==> src/rtl/fetch_queue.sv <==
// Circular fetch buffer between the IMEM stage and decode.
// Define FETCH_QUEUE_BYPASS_EN for a same-cycle bypass of an empty queue.
module fetch_queue #(
    parameter int DW    = 32,
    parameter int AW    = 8,
    parameter int DEPTH = 4
) (
    input  logic                    CLK,
    input  logic                    RST,
    input  logic                    FLUSH,
    input  logic                    in_valid,
    input  logic [DW-1:0]           in_instr,
    input  logic [AW-1:0]           in_pc,
    output logic                    in_ready,
    output logic                    out_valid,
    input  logic                    out_ready,
    output logic [DW-1:0]           out_instr,
    output logic [AW-1:0]           out_pc,
    output logic [$clog2(DEPTH):0]  count
);
    localparam int PW = $clog2(DEPTH);
    localparam int CW = PW + 1;

    logic [DW-1:0] instr_q [DEPTH];
    logic [AW-1:0] pc_q    [DEPTH];
    logic [PW-1:0] head_q, head_d;
    logic [PW-1:0] tail_q, tail_d;
    logic [CW-1:0] count_q, count_d;
    logic          q_valid;
    logic          push;
    logic          pop;
    logic          byp_take;

    assign q_valid  = (count_q != '0);
    assign in_ready = (count_q != CW'(DEPTH));
    assign count    = count_q;

`ifdef FETCH_QUEUE_BYPASS_EN
    logic byp_en;

    // An empty queue forwards the incoming word straight to decode.
    assign byp_en    = !q_valid && in_valid && !FLUSH;
    assign byp_take  = byp_en && out_ready;
    assign out_valid = q_valid || byp_en;
    assign out_instr = byp_en ? in_instr : instr_q[head_q];
    assign out_pc    = byp_en ? in_pc    : pc_q[head_q];
`else
    assign byp_take  = 1'b0;
    assign out_valid = q_valid;
    assign out_instr = instr_q[head_q];
    assign out_pc    = pc_q[head_q];
`endif

    assign push = in_valid && in_ready && !FLUSH && !byp_take;
    assign pop  = q_valid && out_ready && !FLUSH;

    always_comb begin
        head_d  = head_q;
        tail_d  = tail_q;
        count_d = count_q;
        if (FLUSH) begin
            head_d  = '0;
            tail_d  = '0;
            count_d = '0;
        end else begin
            if (push) tail_d = tail_q + PW'(1);
            if (pop)  head_d = head_q + PW'(1);
            if (push && !pop)      count_d = count_q + CW'(1);
            else if (pop && !push) count_d = count_q - CW'(1);
        end
    end

    always_ff @(posedge CLK) begin
        if (RST) begin
            head_q  <= '0;
            tail_q  <= '0;
            count_q <= '0;
            for (int i = 0; i < DEPTH; i++) begin
                instr_q[i] <= '0;
                pc_q[i]    <= '0;
            end
        end else begin
            head_q  <= head_d;
            tail_q  <= tail_d;
            count_q <= count_d;
            if (push) begin
                instr_q[tail_q] <= in_instr;
                pc_q[tail_q]    <= in_pc;
            end
        end
    end
endmodule

==> config.mk <==
export PLATFORM = sky130hd
export DESIGN_NAME = fetch_queue
export DESIGN_NICKNAME = d
export VERILOG_FILES = /design/src/rtl/fetch_queue.sv
export SDC_FILE = /design/constraint.sdc
export NUM_CORES = 1
export LEC_CHECK = 0
export ABC_AREA = 1
export CORE_UTILIZATION = 51
export CTS_CLUSTER_DIAMETER = 50
export DETAILED_ROUTE_END_ITERATION = 7
export PLACE_DENSITY = 0.77
export SLEW_MARGIN = 15
export SYNTH_ARGS = -nofsm -noshare
export SYNTH_HDL_FRONTEND = slang
export SYNTH_SLANG_ARGS = --single-unit
==> constraint.sdc <==
create_clock -name CLK -period 3.95 [get_ports CLK]
set_clock_uncertainty 0.15 [all_clocks]
set_input_delay 0.5925 -clock CLK [delete_from_list [all_inputs] [get_ports CLK]]
set_output_delay 0.5925 -clock CLK [all_outputs]
set_load 0.03 [all_outputs]
== Yosys cells after proc, flatten, opt, wreduce, memory -nomap -nowiden ==
Memories as Yosys holds them, arrays and structs flattened. A register that Yosys moved wholly into a read port is not among the register bits.
Cells that the tools add are included.
W data, S select, Z words.
Storage, ports and cells
  register bits: 7
  memory bits (writable): 160
  bits of input ports: 45
  output and inout bits: 45
  logic and storage cells: 41
  memories: 2
Cells by class
  add/sub/neg operators: 4
  equal/unequal tests: 1
  mux-type cells: 17
  reductions and logical operators: 14
Memories
  instr_q: words 4, bits a word 32, read ports 1, clocked after memory_dff 1, write ports 4, RTL line 24  | logic [DW-1:0] instr_q [DEPTH];
  pc_q: words 4, bits a word 8, read ports 1, clocked after memory_dff 1, write ports 4, RTL line 25  | logic [AW-1:0] pc_q [DEPTH];
Operators with widths (number)
  $mux W32: 1
  $reduce_or A32 Y1: 1
  $mux W2: 6
  $mux W8: 1
  $reduce_or A8 Y1: 1
  $mux W1: 7
  $logic_and A1 B1 Y1: 6
  $mux W3: 2
  $add A2 B1 Y2 const B: 2
  $add A3 B1 Y3 const B: 1
  $logic_not A1 Y1: 3
  $ne A3 B3 Y1 const B: 1
  $reduce_bool A3 Y1: 1
  $sub A3 B1 Y3 const B: 1
  $reduce_bool A2 Y1: 1
  $reduce_or A2 Y1: 1

== Depth between registers and ports, before layout ==
Gate-level depths: netlist of run 1.
  depth in word-level cells: 8
  mapped depth: 13
  gate-level depth less buffers: 13

== Worst setup path before layout of run 1 ==
No wires, ideal clock.
  path kind: register -> register
  start point: reg count_q[0] (netlist: count[0])
  end point: mem instr_q[1][0], enable pin
  setup time: 0.493 ns
  data arrival time: 3.964 ns
  slack: -0.657 ns
  cell stages (with the launch flop): 5
  cell sequence: dfxtp_1 nor2_1 nand2_2 nand3_1 o21ai_0
RTL lines
  start, declared: RTL line 28  | logic [CW-1:0] count_q, count_d;
  start signal, assigned: RTL line 85  | count_q <= count_d;
  end, declared: RTL line 24

==> key figures, run 1 <==
Yosys
  – Synth top area share: between 60% and 70%
  – Post-synth top cells: 170 x nor2_1, 160 x edfxtp_1, 84 x o21ai_0, 53 x inv_1, 40 x o22ai_1
  – Synth Area per Inst: between 10 and 15 sq um
  – Most used DFF post-synth: edfxtp_1
  – Flip-flop and latch count after synthesis: about 170
  – Net Count, Synth: ~720
  – Largest cells by area after synthesis: edfxtp_1 63%, nor2_1 8.4%, nand2_4 5.8%, o21ai_0 5.5%, o22ai_1 3.3%
  – Register area share after synthesis: between 60% and 70%
  – Synth Cell Area: 0.00762 sq mm
  – Post-synthesis instance total: around 680
  – Post-synth EDFFs: 160
  – Asr flop ratio synth: 0%
  – Cell with the most instances after synthesis: nor2_1
  – Ys Warns: 0
  – Synth area leader: edfxtp_1
  – Synth cell types: 23

Layout
  – Final Util: 63.6%
  – Share of cells above drive strength 1: between 10% and 20%
  – Nets: roughly 800
  – Area grow syn2layout: 21.3%
  – Ant diodes: 0
  – Register Area: 0.00499 sq mm
  – Fill cells: ~1100
  – Non-filler cells, final: roughly 950
  – Area of the multi-input gates: between 0.002 and 0.0025 sq mm
  – Fin area: roughly 0.0092 sq mm

Global routing
  – GRT overflow: 0
  – All-Layer GR Usage: a little under a quarter
  – Number of global-route vias before repair: 5321
  – First-pass GRT wire length: 26.7 mm
  – Initial antenna violation count: 0
  – Largest net degree at the start of global routing: 61

Setup path
  – R2R depth: 5
  – Critical Path AT: between 2 and 3 ns
  – Top delay family on crit path: buffers and inverters
  – Reg2reg start: count[0]$_SDFFE_PP0P_
  – Peak fanout along the critical path: 52
  – Worst R2R End: pc_q[2][5]$_SDFFCE_PN0P_
  – Crit start category: register
  – CP endpoint kind: output pin
  – Critical Path, Cell by Cell: buf_4, o21ai_0, o22ai_1, clkdlybuf4s50_1
  – Reg2Reg Setup Slack: about 1.5 ns
  – Critical Path RT: approximately 3.2 ns
  – CP max stage cell: clkdlybuf4s50_1
  – Critical path's largest stage delay: approximately 0.7 ns
  – Buf+Inv Stages, Crit Path: 2
  – Worst setup path category: register to output pin

Timing
  – Final hold vios: 0
  – Slew Viols, Final: 0
  – Rel. slew slack: a little over half
  – Setup WS post-layout: 0.445 ns
  – Worst Tran Pin Value: roughly 0.68 ns
  – Max Clk Rate: roughly 290 MHz
  – Final setup vio count: 0
  – RSZ-0062 raised after global routing: no
  – Period utilisation layout: between 80% and 90%
  – Final Critical Period: about 3.5 ns

Hold path
  – Hold Path Class: register to register
  – Hold Path End: head_q[1]$_SDFFE_PP0P_
  – Hold path start: head_q[1]$_SDFFE_PP0P_
  – Hold path depth: 2

Drt
  – DR vias: 5200
  – 1st-pass router iterations: 5
  – Via/cell ratio: 5.45
  – Post-Route WL: about 17 mm
  – Avg WL per Cell: 17.5 um
  – Post-DRT Antenna Nets: 0
  – DRC Markers: 0
  – Iter 0 DRT Violations: about 480

Placed design
  – Routability congestion estimate from global placement: 0.740
  – Cell Area, Placed: ~0.0087 sq mm
  – PortBufs: 89
  – Dpl ws: a little over 0.9 ns
  – Detailed placer's ending HPWL: ~9.8 mm
  – Placed cells: around 900

Power and ir drop
  – Peak supply drop: about 0.00029 V
  – Leak pwr: 3.78 nW
  – Pwr dens: between 400 and 500 mW/mm^2

Die
  – Die Ht: 124 um
  – Die area: approximately 0.015 sq mm
  – Initial core utilization: about 52%
  – IO Count: 90
  – Rows: 44
  – Width of the die: around 120 um
  – Core ar.: roughly 0.015 sq mm

Clock tree
  – Resize count post-CTS: 0
  – Clock Latency Late Sink: 0.42 ns
  – Hold-fix buffers, CTS: 0
  – CTS root buf: clkbuf_16
  – CTS buffer count: 17
  – CTS clk-pin slew, worst paths: 0.06 ns
  – Setup Buffers After CTS: 0
  – Clock buffer depth: 2
  – TritonCTS clock tree: done
  – Total number of H-tree levels: 4
  – Clock Sinks: between 150 and 200

Flow run
  – Max_cap viols: 0

Outcome
  – Status: completed
## layout make-up
type | instances | share of cell area, %
inverters | 55 | 2.23
clock buffers | 19 | 4.68
multi-input cells | 410 | 24.4
clock inverters | 13 | 1.14
flip-flops and latches | 169 | 53.9
well taps | 184 | 2.49
repair buffers | 104 | 11.1
## state kept, by name (all words and copies together) (netlist names), named ones only
register	cells
instr_q	128
pc_q	32
count	3
head_q	2
tail_q	2
## cell families after synthesis
logic type | Yosys count | synth area share (%)
buffers and inverters | 96 | 5.68
and+or+nand+nor | 279 | 19.4
AOI/OAI and AO/OA | 129 | 9.13
adders and majority gates | 2 | 0.427
DFF | 169 | 65.4
## through the flow
step                total power, mW  hold slack [ns]  TNS (ns)
floorplan                      2.30            0.318    -78.79
global placement               2.46            0.331         0
detailed placement             2.47            0.363         0
CTS                            3.97            0.374         0
global route                   4.06            0.399         0
finish                         3.95            0.382         0
## worst reg2reg max path: stages (launching register included)
cell and delay, ns:
dfxtp_1 0.43, nor2_1 0.10, nand2_2 0.13, nand3_1 0.33
o21ai_4 0.68, buf_12 0.28
## report_power, final
part	switching (mW)	total (mW)	internal (mW)
Clock	0.663	1.52	0.860
Combinational	0.239	0.371	0.131
Sequential	0.0236	2.06	2.04
Total	0.926	3.95	3.03
## how the worst max path moves through the flow
stage          depth (start not counted)                     endpoint
5_1_grt                                4                    out_pc[3]
4_1_cts                                4                    out_pc[3]
6_report                               4                out_instr[28]
2_1_floorplan                          4  instr_q[1][0]$_SDFFCE_PN0P_
3_3_place_gp                           4                    out_pc[3]
3_5_place_dp                           4                    out_pc[6]
## layer usage
| metal | GRT usage [%] | up-vias | wire length [um] |
|---|---|---|---|
| met5 | 0 | - | 0 |
| met4 | 8.65 | 0 | 257 |
| met3 | 4.30 | 23 | 865 |
| met2 | 38.2 | 181 | 8750 |
| met1 | 28.5 | 2540 | 6860 |
| li1 | - | 2456 | - |
## layout by cell type, fill, tap and decap left out, types with 8 or more instances in the layout
| cell type | count |
|---|---|
| o22ai_1 | 40 |
| clkdlybuf4s50_1 | 84 |
| buf_4 | 17 |
| inv_1 | 53 |
| nand2_4 | 39 |
| clkbuf_16 | 17 |
| nand2_1 | 20 |
| nor2_2 | 37 |
| edfxtp_1 | 160 |
| o21ai_0 | 81 |
| dfxtp_1 | 8 |
| nor2_1 | 170 |
(Power assumes the default switching activity.)
==> inputs of run 2 (changes only) <==
CORE_UTILIZATION = 52   (was 51)
CTS_BUF_LIST = sky130_fd_sc_hd__clkbuf_8   (was default)
PLACE_DENSITY = 0.78   (was 0.77)
==> key figures, run 2 (synthesis results as in run 1) <==
Timing
  – Max Clk Rate: 288 MHz (was 285 MHz)
  – RSZ-0062 raised after global routing: no (unchanged)
  – Final setup vio count: 0 (unchanged)
  – TNS Setup: 0 ns (unchanged)
  – Setup WS post-layout: 0.480 ns (was 0.445 ns)
  – Final hold vios: 0 (unchanged)
  – Slew Viols, Final: 0 (unchanged)
  – Worst Tran Pin Value: 0.780 ns (was 0.676 ns)
  – Period utilisation layout: 87.9% (was 88.7%)
  – Final Critical Period: 3.47 ns (was 3.50 ns)
  – Rel. slew slack: 48.0% (was 54.8%)
  – Final hold slack: 0.367 ns (was 0.382 ns)

Global routing
  – Initial antenna violation count: 0 (unchanged)
  – All-Layer GR Usage: 23.6% (was 22.5%)
  – Largest net degree at the start of global routing: 81 (was 61)
  – Number of global-route vias before repair: 5383 (was 5321)
  – GRT overflow: 0 (unchanged)
  – First-pass GRT wire length: 26.2 mm (was 26.7 mm)

Placed design
  – Detailed placer's ending HPWL: 9.82 mm (was 9.83 mm)
  – Placed cells: 921 (was 922)
  – Dpl ws: 0.959 ns (was 0.921 ns)
  – Routability congestion estimate from global placement: 0.775 (was 0.740)
  – PortBufs: 89 (unchanged)

Layout
  – Max reg flops: 128 (unchanged)
  – Leading cell type in the layout, fill and taps excluded: nor2_1 (unchanged)
  – Non-filler cells, final: 953 (was 954)
  – Area grow syn2layout: 20.9% (was 21.3%)
  – Nets: 807 (was 804)
  – Largest Register: instr_q (unchanged)
  – Most frequent cells in the layout: 170 x nor2_1, 160 x edfxtp_1, 84 x clkdlybuf4s50_1 (unchanged)
  – Final Util: 65.4% (was 63.6%)
  – Ant diodes: 0 (unchanged)
  – Share of cells above drive strength 1: 18.8% (was 17.8%)

Flow run
  – Max_cap viols: 0 (unchanged)

Outcome
  – Status: completed (unchanged)

Drt
  – Iter 0 DRT Violations: 508 (was 484)
  – 1st-pass router iterations: 5 (unchanged)
  – Via/cell ratio: 5.54 (was 5.45)
  – Avg WL per Cell: 17.8 um (was 17.5 um)
  – DRC Markers: 0 (unchanged)
  – Post-Route WL: 17.0 mm (was 16.7 mm)
  – DR vias: 5276 (was 5200)
  – Post-DRT Antenna Nets: 0 (unchanged)

Clock tree
  – Clock buffer depth: 2 (unchanged)
  – Clock Latency Late Sink: 0.46 ns (was 0.42 ns)
  – TritonCTS clock tree: done (unchanged)
  – Resize count post-CTS: 0 (unchanged)
  – Clock Sinks: 169 (unchanged)
  – CTS root buf: clkbuf_8 (was clkbuf_16)
  – Total number of H-tree levels: 4 (unchanged)
  – Hold-fix buffers, CTS: 0 (unchanged)
  – Setup Buffers After CTS: 0 (unchanged)
  – CTS buffer count: 17 (unchanged)
  – CTS clk-pin slew, worst paths: 0.09 ns (was 0.06 ns)

Die
  – Initial core utilization: 54.1% (was 52.4%)
  – Die Ht: 123 um (was 124 um)
  – Rows: 43 (was 44)
  – Die area: 0.0151 sq mm (was 0.0154 sq mm)
  – Core ar.: 0.0141 sq mm (was 0.0145 sq mm)
  – Width of the die: 123 um (was 124 um)
  – IO Count: 90 (unchanged)

Setup path
  – Critical Path RT: 3.21 ns (about the same)
  – Worst setup path category: register to output pin (unchanged)
  – Crit start category: register (unchanged)
  – CP endpoint kind: output pin (unchanged)
  – Critical Path AT: 2.73 ns (was 2.76 ns)
  – Peak fanout along the critical path: 80 (was 52)

Power and ir drop
  – Switching part of the total: 22.8% (was 23.4%)
  – Pint: 3.05 mW (was 3.03 mW)
  – Peak supply drop: 0.000213 V (was 0.000291 V)
  – Clock power frac: 38.5% (about the same)
  – Pwr dens: 428 mW/mm^2 (about the same)
  – Leak pwr: 3.77 nW (was 3.78 nW)
  – Seq pwr share: 52.1% (about the same)
  – Logic pwr share: 9.4% (about the same)
  – Switching Power: 900 uW (was 926 uW)

Hold path
  – Hold Path Class: register to register (unchanged)
==> run 2: changes by cell type in the layout (fill, tap and decap cells not counted), sizes merged <==
cell,before,now
inv,56,57
clkinv,8,2
clkinvlp,3,4
bufinv,1,7
clkbuf,19,17
buf,20,23
==> run 2: worst max-delay path, stage by stage (launching register included) <==
cell and delay (ns):
dfxtp_2 0.34, buf_4 0.62, o21ai_0 0.23, o22ai_1 0.32, clkdlybuf4s50_1 0.74
==> run 2: power by group through the flow <==
stage | logic [mW] | clock network [mW] | registers (mW)
after floorplan | 0.200 | 0 | 2.10
after global placement | 0.366 | 0 | 2.09
after detailed placement | 0.371 | 0 | 2.10
after CTS | 0.373 | 1.53 | 2.06
after global routing | 0.395 | 1.59 | 2.06
final | 0.372 | 1.52 | 2.06
==> run 2: path summary, 6_finish.rpt <==
kind / to / start / cells after the start / slack [ns]
hold / removal: head_q[0]$_SDFFE_PP0P_ / head_q[0]$_SDFFE_PP0P_ / 2 / 0.37
hold reg to reg: head_q[0]$_SDFFE_PP0P_ / head_q[0]$_SDFFE_PP0P_ / 2 / 0.37
setup reg to reg: count[2]$_SDFFE_PP0P_ / count[0]$_SDFFE_PP0P_ / 13 / 1.62
setup / recovery: out_instr[28] / register / 4 / 0.48
==> run 2: layout make-up <==
cell class / instances / area, sq um
multi-input cells: 410 / 2250
inverters: 55 / 206
clock inverters: 15 / 272
well taps: 180 / 225
fillers: 1043 / 4880
repair buffers: 107 / 1040
clock buffers: 17 / 234
flip-flops and latches: 169 / 4990
==> run 2: per-stage QoR <==
| step | total power, mW | area, sq um |
|---|---|---|
| 2_1_floorplan | 2.30 | 7620 |
| 3_3_place_gp | 2.46 | 8710 |
| 3_5_place_dp | 2.47 | 8710 |
| 4_1_cts | 3.95 | 9220 |
| 5_1_grt | 4.05 | 9220 |
| 6_report | 3.95 | 9220 |
==> run 2: per-layer routing <==
metal / vias to the layer above / GRT usage (%) / wire length, um
li1: 2455 / - / -
met1: 2556 / 28.6 / 6690
met2: 232 / 40.9 / 8820
met3: 33 / 4.20 / 1110
met4: 0 / 11.6 / 375
met5: - / 0 / 0
==> inputs of run 3 (changes only) <==
CORE_ASPECT_RATIO = 0.5   (was default)
CORE_MARGIN = 1.5   (was default)
CTS_CLUSTER_DIAMETER = 200   (was 50)
==> key figures, run 3 (synthesis results as in run 1) <==
Outcome
  – Status: completed (unchanged)

Clock tree
  – Setup Buffers After CTS: 0 (unchanged)
  – Clock Latency Late Sink: 0.44 ns (was 0.46 ns)
  – TritonCTS clock tree: done (unchanged)
  – Hold-fix buffers, CTS: 0 (unchanged)
  – Resize count post-CTS: 0 (unchanged)
  – CTS root buf: clkbuf_8 (unchanged)
  – Clock Sinks: 169 (unchanged)
  – Total number of H-tree levels: 4 (unchanged)
  – CTS clk-pin slew, worst paths: 0.09 ns (about the same)
  – Clock buffer depth: 2 (unchanged)
  – CTS buffer count: 17 (unchanged)

Setup path
  – Critical Path, Cell by Cell: buf_4, o21ai_0, o22ai_1, clkdlybuf4s50_1 (unchanged)
  – Critical Path RT: 3.21 ns (about the same)
  – Worst setup path category: register to output pin (unchanged)
  – Critical Path AT: 2.66 ns (was 2.73 ns)
  – CP endpoint kind: output pin (unchanged)
  – CP max stage cell: clkdlybuf4s50_1 (unchanged)
  – Top delay family on crit path: buffers and inverters (unchanged)
  – Buf+Inv Stages, Crit Path: 2 (unchanged)
  – Peak fanout along the critical path: 80 (unchanged)
  – Critical path's largest stage delay: 0.72 ns (was 0.74 ns)
  – Crit start category: register (unchanged)

Drt
  – DRC Markers: 0 (unchanged)
  – Post-Route WL: 16.1 mm (was 17.0 mm)
  – Post-DRT Antenna Nets: 0 (unchanged)
  – DR vias: 5120 (was 5276)
  – 1st-pass router iterations: 5 (unchanged)
  – Avg WL per Cell: 16.6 um (was 17.8 um)
  – Via/cell ratio: 5.28 (was 5.54)
  – Iter 0 DRT Violations: 440 (was 508)

Global routing
  – All-Layer GR Usage: 21.8% (was 23.6%)
  – Met1 usage: 29.1% (was 28.6%)
  – Busiest layer in global routing: met2 (unchanged)
  – Initial antenna violation count: 0 (unchanged)
  – GRT overflow: 0 (unchanged)
  – First-pass GRT wire length: 25.4 mm (was 26.2 mm)
  – Met2 Usage GRT: 37.0% (was 40.9%)
  – GR Util met3: 4.08% (was 4.20%)
  – Number of global-route vias before repair: 5108 (was 5383)
  – Largest net degree at the start of global routing: 81 (unchanged)

Layout
  – Most frequent cells in the layout: 170 x nor2_1, 160 x edfxtp_1, 85 x clkdlybuf4s50_1 (was 170 x nor2_1, 160 x edfxtp_1, 84 x clkdlybuf4s50_1)
  – Register Area: 0.00499 sq mm (unchanged)
  – Largest Register: instr_q (unchanged)
  – Max reg flops: 128 (unchanged)
  – Area grow syn2layout: 20.5% (was 20.9%)
  – Area of the multi-input gates: 0.00225 sq mm (about the same)
  – Ant diodes: 0 (unchanged)
  – Share of cells above drive strength 1: 18.4% (was 18.8%)
  – Final Util: 63.8% (was 65.4%)
  – Nets: 805 (was 807)
  – Fill cells: 1072 (was 1043)
  – Leading cell type in the layout, fill and taps excluded: nor2_1 (unchanged)

Die
  – Rows: 31 (was 43)
  – Width of the die: 174 um (was 123 um)
  – Die area: 0.0154 sq mm (was 0.0151 sq mm)
  – Initial core utilization: 53.0% (was 54.1%)
  – IO Count: 90 (unchanged)
  – Die Ht: 88.6 um (was 123 um)
  – Core ar.: 0.0144 sq mm (was 0.0141 sq mm)

Timing
  – Max Clk Rate: 294 MHz (was 288 MHz)
  – Final setup vio count: 0 (unchanged)
  – Final Critical Period: 3.40 ns (was 3.47 ns)
  – Slew Viols, Final: 0 (unchanged)
  – Final hold vios: 0 (unchanged)
  – Rel. slew slack: 47.4% (was 48.0%)
  – Setup WS post-layout: 0.549 ns (was 0.480 ns)
  – Worst Tran Pin Value: 0.789 ns (was 0.780 ns)
  – TNS Setup: 0 ns (unchanged)
  – Final hold slack: 0.354 ns (was 0.367 ns)
  – Period utilisation layout: 86.1% (was 87.9%)
  – RSZ-0062 raised after global routing: no (unchanged)

Placed design
  – Detailed placer's ending HPWL: 9.34 mm (was 9.82 mm)
  – Dpl ws: 0.991 ns (was 0.959 ns)
  – PortBufs: 89 (unchanged)
  – Routability congestion estimate from global placement: 0.777 (was 0.775)

Power and ir drop
  – Peak supply drop: 0.000202 V (was 0.000213 V)
  – Pwr dens: 419 mW/mm^2 (was 428 mW/mm^2)
  – PnR Total Power: 3.85 mW (was 3.95 mW)
  – Leak pwr: 3.75 nW (was 3.77 nW)

Flow run
  – Max_cap viols: 0 (unchanged)

Hold path
  – Hold Path Class: register to register (unchanged)
==> run 3: final timing paths <==
check,from,to,slack [ns],cells past startpoint
max,register,out_pc[0],0.55,4
max reg2reg,count[0]$_SDFFE_PP0P_,pc_q[3][6]$_DFFE_PP_,1.51,5
min reg2reg,head_q[0]$_SDFFE_PP0P_,register,0.35,2
min,head_q[0]$_SDFFE_PP0P_,register,0.35,2
==> run 3: layer usage <==
layer / wire (um) / share of wire (%) / vias up
li1: - / - / 2453
met1: 7130 / 44 / 2456
met2: 7860 / 49 / 200
met3: 1040 / 6.5 / 11
met4: 42 / 0.26 / 0
met5: 0 / 0 / -
==> run 3: worst register-to-register path, delay by kind of cell (launching register included) <==
| kind | cells | cell delay, ns |
|---|---|---|
| AOI/OAI and AO/OA | 1 | 0.74 |
| and+or+nand+nor | 3 | 0.52 |
| DFF | 1 | 0.43 |
| buffers and inverters | 1 | 0.28 |
==> run 3: layout make-up <==
type / count / share of cell area (%)
Tap cell: 198 / 2.70
Sequential cell: 169 / 54.3
Clock inverter: 15 / 2.56
Inverter: 55 / 2.25
Multi-Input combinational cell: 410 / 24.5
Clock buffer: 17 / 2.55
Timing Repair Buffer: 105 / 11.2
==> run 3: stage by stage <==
stage	cells	instance area, sq um
6_report	969	9180
3_5_place_dp	937	8710
5_1_grt	969	9180
3_3_place_gp	937	8710
4_1_cts	969	9180
2_1_floorplan	675	7620
==> run 3: where the power goes <==
group          switching, mW  leakage [nW]  internal (mW)
clock network          0.659         0.229          0.767
registers             0.0217          1.74           2.03
logic                  0.236          1.78          0.130
total                  0.917          3.75           2.93
